### src/rtl/i2s_data_output_if.sv
// Sample handshake between the core and the I2S transmit FIFO.
// The core drives in_data/in_valid; the FIFO returns in_ready.
interface i2s_data_output_if #(
    parameter int DATA_WIDTH = 24
);
    logic [DATA_WIDTH-1:0] in_data;
    logic                  in_valid;
    logic                  in_ready;

    modport master (output in_data, output in_valid, input in_ready);
    modport slave  (input in_data, input in_valid, output in_ready);
endinterface

### src/rtl/i2s_data_output.sv
// I2S master transmitter: 64-entry sample FIFO feeding a left/right serializer with refill request.
// Optional build macro I2S_MONO_EN: one pop per frame, right slot repeats the left word.
module i2s_data_output #(
    parameter int DATA_WIDTH = 24,
    parameter int ADDR_WIDTH = 6,
    parameter int CLK_DIV    = 2,
    parameter int LOW_WATER  = 32
) (
    input  logic                  clk,
    input  logic                  reset,
    input  logic                  enable_i,
    i2s_data_output_if.slave      in_if,
    output logic                  bclk_o,
    output logic                  lrclk_o,
    output logic                  sdata_o,
    output logic                  request_o,
    output logic                  underrun_o,
    output logic [ADDR_WIDTH:0]   level_o
);
    localparam int DEPTH = 1 << ADDR_WIDTH;
    localparam int DIV_W = (CLK_DIV > 1) ? $clog2(CLK_DIV) : 1;
    localparam logic [DIV_W-1:0]    DIV_LAST   = DIV_W'(CLK_DIV - 1);
    localparam logic [ADDR_WIDTH:0] LEVEL_FULL = (ADDR_WIDTH + 1)'(DEPTH);
    localparam logic [ADDR_WIDTH:0] LEVEL_LOW  = (ADDR_WIDTH + 1)'(LOW_WATER);
    localparam logic [4:0]          LAST_BIT   = 5'(DATA_WIDTH);

    typedef enum logic [1:0] {IDLE, RUN, STOP} state_e;

    state_e                  state_q, state_d;
    logic [DIV_W-1:0]        div_q, div_d;
    logic                    bclk_q, bclk_d;
    logic                    lrclk_q, lrclk_d;
    logic                    sdata_q, sdata_d;
    logic [5:0]              bit_cnt_q, bit_cnt_d;
    logic [DATA_WIDTH-1:0]   shift_q, shift_d;
    logic                    underrun_q, underrun_d;
    logic [ADDR_WIDTH:0]     level_q, level_d;
    logic [ADDR_WIDTH-1:0]   wr_ptr_q, wr_ptr_d;
    logic [ADDR_WIDTH-1:0]   rd_ptr_q, rd_ptr_d;
    logic                    request_q;
`ifdef I2S_MONO_EN
    logic [DATA_WIDTH-1:0]   hold_q, hold_d;
`endif

    logic [DATA_WIDTH-1:0]   mem [DEPTH];

    logic full, empty, push, pop, tick, frame_end;

    assign full            = (level_q == LEVEL_FULL);
    assign empty           = (level_q == '0);
    assign in_if.in_ready  = !full && !reset;
    assign push            = in_if.in_valid && in_if.in_ready;
    assign tick            = (state_q != IDLE) && (div_q == DIV_LAST);
    // Last falling tick of a stopping frame: return to idle instead of starting a new left slot.
    assign frame_end       = tick && bclk_q && (state_q == STOP) && !enable_i
                             && (bit_cnt_q == 6'd63);

    // NOTE: the sample storage is deliberately left out of reset; only pointers and level define validity.
    always_ff @(posedge clk) begin
        if (push) begin
            mem[wr_ptr_q] <= in_if.in_data;
        end
    end

    // NOTE: every variable below gets a default first, so no path can infer a latch.
    always_comb begin
        state_d    = state_q;
        div_d      = div_q;
        bclk_d     = bclk_q;
        lrclk_d    = lrclk_q;
        sdata_d    = sdata_q;
        bit_cnt_d  = bit_cnt_q;
        shift_d    = shift_q;
        underrun_d = 1'b0;
        pop        = 1'b0;
`ifdef I2S_MONO_EN
        hold_d     = hold_q;
`endif

        case (state_q)
            IDLE:    if (enable_i) state_d = RUN;
            RUN:     if (!enable_i) state_d = STOP;
            STOP:    if (enable_i) state_d = RUN;
                     else if (frame_end) state_d = IDLE;
            default: state_d = IDLE;
        endcase

        if (state_q == IDLE || frame_end) begin
            div_d     = '0;
            bclk_d    = 1'b0;
            lrclk_d   = 1'b0;
            sdata_d   = 1'b0;
            bit_cnt_d = 6'd63;
        end else if (tick) begin
            div_d  = '0;
            bclk_d = !bclk_q;
            if (bclk_q) begin
                bit_cnt_d = bit_cnt_q + 6'd1;
                lrclk_d   = bit_cnt_d[5];
                if (bit_cnt_d[4:0] == 5'd0) begin
                    sdata_d = 1'b0;
`ifdef I2S_MONO_EN
                    if (!bit_cnt_d[5]) begin
                        if (empty) begin
                            shift_d    = '0;
                            hold_d     = '0;
                            underrun_d = 1'b1;
                        end else begin
                            shift_d = mem[rd_ptr_q];
                            hold_d  = mem[rd_ptr_q];
                            pop     = 1'b1;
                        end
                    end else begin
                        shift_d = hold_q;
                    end
`else
                    if (empty) begin
                        shift_d    = '0;
                        underrun_d = 1'b1;
                    end else begin
                        shift_d = mem[rd_ptr_q];
                        pop     = 1'b1;
                    end
`endif
                end else if (bit_cnt_d[4:0] <= LAST_BIT) begin
                    sdata_d = shift_q[DATA_WIDTH-1];
                    shift_d = {shift_q[DATA_WIDTH-2:0], 1'b0};
                end else begin
                    sdata_d = 1'b0;
                end
            end
        end else begin
            div_d = div_q + 1'b1;
        end
    end

    always_comb begin
        wr_ptr_d = push ? wr_ptr_q + 1'b1 : wr_ptr_q;
        rd_ptr_d = pop  ? rd_ptr_q + 1'b1 : rd_ptr_q;
        level_d  = level_q;
        if (push && !pop) begin
            level_d = level_q + 1'b1;
        end else if (!push && pop) begin
            level_d = level_q - 1'b1;
        end
    end

    always_ff @(posedge clk) begin
        if (reset) begin
            state_q    <= IDLE;
            div_q      <= '0;
            bclk_q     <= 1'b0;
            lrclk_q    <= 1'b0;
            sdata_q    <= 1'b0;
            bit_cnt_q  <= 6'd63;
            shift_q    <= '0;
            underrun_q <= 1'b0;
            level_q    <= '0;
            wr_ptr_q   <= '0;
            rd_ptr_q   <= '0;
            request_q  <= 1'b1;
`ifdef I2S_MONO_EN
            hold_q     <= '0;
`endif
        end else begin
            state_q    <= state_d;
            div_q      <= div_d;
            bclk_q     <= bclk_d;
            lrclk_q    <= lrclk_d;
            sdata_q    <= sdata_d;
            bit_cnt_q  <= bit_cnt_d;
            shift_q    <= shift_d;
            underrun_q <= underrun_d;
            level_q    <= level_d;
            wr_ptr_q   <= wr_ptr_d;
            rd_ptr_q   <= rd_ptr_d;
            request_q  <= (level_d < LEVEL_LOW);
`ifdef I2S_MONO_EN
            hold_q     <= hold_d;
`endif
        end
    end

    assign bclk_o     = bclk_q;
    assign lrclk_o    = lrclk_q;
    assign sdata_o    = sdata_q;
    assign request_o  = request_q;
    assign underrun_o = underrun_q;
    assign level_o    = level_q;
endmodule

### src/flat_wrapper.sv
// flat-port wrapper written by rule: the top's interface ports become plain ports
module i2s_data_output_flat 
#(
    parameter int DATA_WIDTH = 24,
    parameter int ADDR_WIDTH = 6,
    parameter int CLK_DIV    = 2,
    parameter int LOW_WATER  = 32
)
  (clk, reset, enable_i, bclk_o, lrclk_o, sdata_o, request_o, underrun_o, level_o, in_if_in_data, in_if_in_valid, in_if_in_ready);
  i2s_data_output_if #(.DATA_WIDTH(DATA_WIDTH)) in_if_i ();
  input  logic clk;
  input  logic reset;
  input  logic enable_i;
  output logic bclk_o;
  output logic lrclk_o;
  output logic sdata_o;
  output logic request_o;
  output logic underrun_o;
  output logic [ADDR_WIDTH:0] level_o;
  input wire logic [$bits(in_if_i.in_data)-1:0] in_if_in_data;
  input wire logic [$bits(in_if_i.in_valid)-1:0] in_if_in_valid;
  output wire logic [$bits(in_if_i.in_ready)-1:0] in_if_in_ready;
  assign in_if_i.in_data = in_if_in_data;
  assign in_if_i.in_valid = in_if_in_valid;
  assign in_if_in_ready = in_if_i.in_ready;
  i2s_data_output #(.DATA_WIDTH(DATA_WIDTH), .ADDR_WIDTH(ADDR_WIDTH), .CLK_DIV(CLK_DIV), .LOW_WATER(LOW_WATER)) u_core (.clk(clk), .reset(reset), .enable_i(enable_i), .in_if(in_if_i), .bclk_o(bclk_o), .lrclk_o(lrclk_o), .sdata_o(sdata_o), .request_o(request_o), .underrun_o(underrun_o), .level_o(level_o));
endmodule
### config.mk
export PLATFORM = sky130hd
export DESIGN_NAME = i2s_data_output_flat
export DESIGN_NICKNAME = d
export VERILOG_FILES = /design/src/rtl/i2s_data_output_if.sv /design/src/rtl/i2s_data_output.sv /design/src/flat_wrapper.sv
export SDC_FILE = /design/constraint.sdc
export NUM_CORES = 1
export LEC_CHECK = 0
export CORE_AREA = 2 2 323 389
export DETAILED_ROUTE_END_ITERATION = 12
export DIE_AREA = 0 0 325 391
export GPL_ROUTABILITY_DRIVEN = 0
export PLACE_DENSITY = 0.66
export RECOVER_POWER = 25
export SKIP_CTS_REPAIR_TIMING = 1
export SYNTH_ARGS = -nofsm -noshare
export SYNTH_HDL_FRONTEND = slang
export SYNTH_SLANG_ARGS = --single-unit
### constraint.sdc
create_clock -name clk -period 10.3 [get_ports clk]
set_clock_uncertainty 0.15 [all_clocks]
set_input_delay 2.06 -clock clk [delete_from_list [all_inputs] [get_ports clk]]
set_output_delay 2.06 -clock clk [all_outputs]
set_load 0.005 [all_outputs]
==> impl_metrics.toml, run 1 <==
[outcome]
status = "finished with violations"
violations = "capacitance limit, slew limit"

[worst_setup_path]
worst-path-buf-inv = 2
path_class = "primary input to output pin"
endpoint_kind = "output pin"
rr_endpoint = "u_core.shift_q[22]"
critPathRequiredTime_ns = 8.09
r2r_slack_ns = 5.29
cpPeakStageDelay_ns = 1.65
cp.arrival_ns = 4.46
critPathMaxFanout = 50
rr_worst_depth = 9
path_delay_family = "buffers and inverters"
critPathLaunchType = "primary input"
path_cells = "clkbuf_1 > a31oi_1 > clkdlybuf4s50_1"
cpMaxStageDelayCell = "clkbuf_1"

[min_path]
hold_end = "u_core.div_q"
hold_path_depth = 1
hold_class = "register to register"
hold_start = "u_core.div_q"

[placement]
io_buffers = 40
dpl.cell_count = 4406
dpl_cell_area_sq_um = 63800
dp_slack_ns = 4.69
dp_hpwl_um = 82000

[detailed_routing]
wl_um = 143000
via_per_inst = 6.16
dr_total_vias = 28817
drc = 0
first_iter_violations = 3003
routedWlPerCell_um = 30.6
antenna_left = 0
dr.pass1.iters = 10

[finish]
fin_nets = 2938
final_cells = 4681
fillers = 9033
drive_gt1_share_pct = 28.7
syn_to_final_growth_pct = 12.5
fin_area_sq_um = 68800
multi_input_area_sq_um = 13100
regArea_sq_um = 47400
fin_util_pct = 55.5
antenna_cells = 0

[timing]
finalSetupViolations = 0
period_needed_ns = 6.67
rsz0062_at_grt = "false"
setup_slack_ns = 3.63
fmax_ghz = 0.150
worst_pin_slew_ns = 3.65
hold_viol_final = 0
slew_headroom_pct = -143
post-route-period-util_pct = 64.8
fin_setup_tns_ns = 0
finalMaxSlewViolations = 1351

[floorplan]
core-area_sq_um = 124000
num_io_pins = 41
die_w_um = 325
initial_utilization_pct = 49.4
num_rows = 142
die_area_sq_um = 127000
fp.dieH_um = 391

[clock_tree]
h-tree-depth = 4
clock-sinks = 1599
cts_buffer_depth = 3
cts_tree = "yes"
clk_latency_ns = 0.78
path_clk_slew_ns = 0.06
cts_root_buf = "clkbuf_16"
numCtsBuffers = 149

[pwr]
clockPowerShare_pct = 43.6
p_per_area_nw_per_um2 = 189
peakVddDrop_uv = 171
switching_share_pct = 19.4
pwr-share-comb_pct = 1.4
p_seq_share_pct = 55.0
p_int_w = 0.0105
p_switching_w = 0.00252
p_leak_nw = 20.6

[synthesis]
syn_nets = 2788
synth_edf_count = 1536
synth_area_per_cell_sq_um = 22.2
yosysTopAreaCell = "edfxtp_1"
synth_cell_types = 55
syn_inst = 2751
synthArstFlopShare_pct = 0
synth_warnings = 0
synthesis.area_sq_um = 61100
synth_area_leaders = "edfxtp_1 (75%), mux4_2 (16%), dfxtp_1 (2.1%)"
ys_ff_latch = 1599
synth_top_area_share_pct = 75.4
dominantRegCellSynth = "edfxtp_1"
ys_seq_area_share_pct = 77.5

[grt]
grtUsageMet1_pct = 28.3
busiest_layer = "met2"
grt_use_met2_pct = 39.5
grt_pass1_wl_um = 207000
grt_max_degree = 72
antenna_found_initial = 7
grt_remaining_overflow = 0
grt_use_met3_pct = 3.53
grt_pass1_vias = 29650
grt_use_total_pct = 22.7

[flow_run]
drv_cap = 21
[power by group through the flow]
stage / combinational [W] / clock, W / sequential (W)
final: 0.000181 / 0.00566 / 0.00715
after global routing: 0.000192 / 0.00598 / 0.00715
after CTS: 0.000185 / 0.00574 / 0.00713
after detailed placement: 0.000185 / 0 / 0.00727
after global placement: 0.000174 / 0 / 0.00727
after floorplan: 0.0000351 / 0 / 0.00727
[flip-flops by register name, indices dropped and copies added, names as in the netlist, named ones only]
name and cells:
u_core.mem 1536, u_core.request_o 1, u_core.underrun_o 1, u_core.level_o 7, u_core.bclk_o 1, u_core.lrclk_o 1
u_core.state_q 2, u_core.wr_ptr_q 6, u_core.shift_q 24, u_core.bit_cnt_q 6, u_core.sdata_o 1, u_core.div_q 1
u_core.rd_ptr_q 6
[cells in the mapped netlist, types with 23 or more instances]
library cell	n
dfxtp_1	63
buf_2	31
buf_4	23
o22ai_1	102
clkbuf_1	77
nand2_1	39
nor3_1	25
mux4_2	422
edfxtp_1	1536
nor2b_1	25
a22oi_1	26
nor2_1	120
inv_1	31
[final cells by class]
class                   count  area share (%)
flip-flops and latches   1599            68.9
multi-input cells         963            19.0
clock buffers             183            5.87
well taps                1656            3.01
repair buffers            152            1.51
clock inverters            92            1.49
inverters                  36           0.197
[metal layers]
| metal | share of wire (%) | wire [um] |
|---|---|---|
| met5 | 0.034 | 48 |
| met4 | 4.6 | 6540 |
| met3 | 5.8 | 8270 |
| met2 | 52 | 75200 |
| met1 | 37 | 53200 |
[layout by cell type, fill, tap and decap left out, types with 25 or more instances in the layout]
| cell type | synthesis | routed |
|---|---|---|
| clkinv_2 | 0 | 32 |
| nor2b_1 | 25 | 25 |
| dfxtp_1 | 63 | 59 |
| a22oi_1 | 26 | 26 |
| buf_4 | 23 | 92 |
| edfxtp_1 | 1536 | 1536 |
| clkinv_1 | 1 | 25 |
| o22ai_1 | 102 | 102 |
| clkbuf_1 | 77 | 47 |
| nor2_2 | 0 | 60 |
| nand2_1 | 39 | 39 |
| clkbuf_16 | 0 | 157 |
| nor3_1 | 25 | 25 |
| nor2_1 | 120 | 56 |
| mux4_2 | 422 | 422 |
| inv_1 | 31 | 31 |
[cell families (layout without fill, tap and decap cells)]
group	Yosys count	count (layout)	share of synthesized area (%)
multiplexers	432	432	15.7
AO/OA/AOI/OAI	209	209	2.52
adder cells (fa/ha/maj)	9	9	0.184
XOR/XNOR	18	18	0.258
buffers and inverters	189	463	1.46
AND/OR/NAND/NOR	295	295	2.35
flip-flops	1599	1599	77.5
[stage by stage]
step                      hold slack [ns]  power, W
after global routing                0.291    0.0133
final                               0.263    0.0130
after detailed placement            0.252   0.00746
after global placement              0.248   0.00745
after floorplan                     0.239   0.00731
after CTS                           0.262    0.0131
[worst register-to-register path, delay by kind of cell, from the launching register on]
kind | cells | cell delay, ns
compound gates | 2 | 0.50
buf+inv | 4 | 2.63
flops | 1 | 0.43
mux | 2 | 1.01
simple gates | 1 | 0.08
[worst max path at each step]
| stage | cells past startpoint | from | slack (ns) | endpoint |
|---|---|---|---|---|
| after global placement | 3 | reset | 4.71 | in_if_in_ready |
| after CTS | 3 | reset | 4.69 | in_if_in_ready |
| after global routing | 3 | reset | 3.59 | in_if_in_ready |
| after floorplan | 7 | reset | 5.59 | u_core.mem[55][0] |
| after detailed placement | 3 | reset | 4.69 | in_if_in_ready |
| final | 3 | reset | 3.63 | in_if_in_ready |
Note: power is estimated with default switching activity, not from simulation.
==> run 2, diff against run 1 <==
--- a/config.mk
+++ b/config.mk
@@ -9,7 +9,7 @@
 export DETAILED_ROUTE_END_ITERATION = 12
 export DIE_AREA = 0 0 325 391
 export GPL_ROUTABILITY_DRIVEN = 0
-export PLACE_DENSITY = 0.66
+export PLACE_DENSITY = 0.68
 export RECOVER_POWER = 25
 export SKIP_CTS_REPAIR_TIMING = 1
 export SYNTH_ARGS = -nofsm -noshare
==> constraint.sdc (replaced) <==
create_clock -name clk -period 5.6 [get_ports clk]
set_clock_uncertainty 0.15 [all_clocks]
set_input_delay 1.12 -clock clk [delete_from_list [all_inputs] [get_ports clk]]
set_output_delay 1.12 -clock clk [all_outputs]
set_load 0.005 [all_outputs]
==> run 2 against run 1 <==
The flow still finishes with violations (capacitance limit, slew limit). Critical path depth is 1 lower. Die area unchanged. Sequential power up 83%. Critical endpoint is now u_core.mem[28][12]. Cell area shrank 0.44%. Combinational power grew 94%. Clock power grew 71%. Largest power group unchanged. Final cell count about the same. First-iteration DRC count up 13%.
==> impl_metrics.toml, run 2 (synthesized netlist as in run 1, its figures left out) <==
[outcome]
status = "finished with violations"
violations = "capacitance limit, slew limit"

[finish]
fin_area_sq_um = 68500
regArea_sq_um = 47400
syn_to_final_growth_pct = 12.0
layout_commonest_cell = "edfxtp_1"
largest_reg_flops = 1536
fin_nets = 2949
fillers = 8995
drive_gt1_share_pct = 28.4
multi_input_area_sq_um = 13000
top_register = "u_core.mem"
layout_common_cells = "edfxtp_1 (1536), mux4_2 (422), clkbuf_16 (149), o22ai_1 (102), buf_4 (101)"

[timing]
holdWs_ns = 0.308
fin_setup_tns_ns = 0
finalMaxSlewViolations = 1233
worst_pin_slew_ns = 3.60
post-route-period-util_pct = 70.2
fmax_ghz = 0.254
period_needed_ns = 3.93
finalSetupViolations = 0
hold_viol_final = 0
slew_headroom_pct = -140
rsz0062_at_grt = "false"

[grt]
grt_pass1_vias = 29792
antenna_found_initial = 2
grt_use_met2_pct = 39.2
grt_pass1_wl_um = 208000
grt_max_degree = 77
grt_use_total_pct = 22.7
grt_use_met3_pct = 3.85
grtUsageMet1_pct = 28.8
busiest_layer = "met2"
grt_remaining_overflow = 0

[min_path]
hold_end = "u_core.div_q"
hold_start = "u_core.div_q"
hold_class = "register to register"
hold_path_depth = 1

[worst_setup_path]
cp.depth = 2
path_class = "primary input to register"
rr_endpoint = "u_core.shift_q[10]"
rr_worst_depth = 8
cpMaxStageDelayCell = "clkbuf_1"
critPathMaxFanout = 64
critPathRequiredTime_ns = 5.47
r2r_slack_ns = 1.72
endpoint_kind = "register"
path_delay_family = "buffers and inverters"
cp.arrival_ns = 3.80
critPathLaunchType = "primary input"
worst-path-buf-inv = 2
path_cells = "buf_2 > clkbuf_1"
cpPeakStageDelay_ns = 2.50

[detailed_routing]
drc = 0
via_per_inst = 6.23
routedWlPerCell_um = 30.7
wl_um = 144000
antenna_left = 0
first_iter_violations = 3402
dr.pass1.iters = 6
dr_total_vias = 29116

[floorplan]
num_rows = 142
die_area_sq_um = 127000
initial_utilization_pct = 49.4
fp.dieH_um = 391
die_w_um = 325
core-area_sq_um = 124000
num_io_pins = 41

[clock_tree]
clk_latency_ns = 0.76
clock-sinks = 1599
path_clk_slew_ns = 0.06
cts_root_buf = "clkbuf_16"
h-tree-depth = 4
numCtsBuffers = 147
cts_tree = "yes"
cts_buffer_depth = 3

[pwr]
total_power_w = 0.0232
p_switching_w = 0.00453
p_per_area_nw_per_um2 = 338
peakVddDrop_uv = 298
switching_share_pct = 19.5
p_int_w = 0.0186
pwr-share-comb_pct = 1.5
clockPowerShare_pct = 41.7
p_seq_share_pct = 56.8
p_leak_nw = 20.5

[flow_run]
drv_cap = 21

[placement]
dp_hpwl_um = 84100
io_buffers = 40
dpl_cell_area_sq_um = 63900
-- run 2: changes by cell type in the layout (fill, tap and decap cells not counted), sizes merged --
cell and change:
clkinv -4, clkinvlp -1, inv -2, clkbuf -2, diode +1, dlygate4sd3 +1
buf +13, clkdlybuf4s50 -1, bufinv -9
-- run 2: how the worst max path moves through the flow --
stage,start,end
2_1_floorplan,reset,u_core.mem[63][0]
3_3_place_gp,in_if_in_valid,u_core.mem[31][17]
3_5_place_dp,in_if_in_valid,u_core.mem[31][17]
4_1_cts,register,u_core.shift_q[10]
5_1_grt,register,u_core.shift_q[10]
6_report,in_if_in_data[12],u_core.mem[28][12]
-- run 2: cell type report --
type                            count  area share (%)
Inverter                           36           0.197
Timing Repair Buffer              165            1.80
Clock inverter                     76            1.00
Tap cell                         1656            3.03
Antenna cell                        1         0.00366
Clock buffer                      181            5.70
Multi-Input combinational cell    963            19.0
Sequential cell                  1599            69.2
-- run 2: power by group through the flow --
stage	clock network [W]	logic (W)	registers [W]
after floorplan	0	0.0000646	0.0134
after global placement	0	0.000337	0.0134
after detailed placement	0	0.000359	0.0134
after CTS	0.00981	0.000359	0.0131
after global routing	0.0102	0.000372	0.0131
final	0.00966	0.000352	0.0131
-- run 2: per-stage QoR --
step	utilization, %	std cells	setup slack [ns]
3_5_place_dp	51.6	4419	1.47
4_1_cts	55.3	4676	1.69
5_1_grt	55.3	4676	1.41
2_1_floorplan	-	2751	1.83
3_3_place_gp	51.6	4419	1.55
6_report	55.3	4677	1.67
-- run 2: per-layer routing --
layer,share of wire (%),wire [um],vias up
li1,-,-,11952
met1,37,53500,15645
met2,52,74300,1248
met3,6.8,9730,269
met4,4.2,6060,2
met5,0.0091,13,-
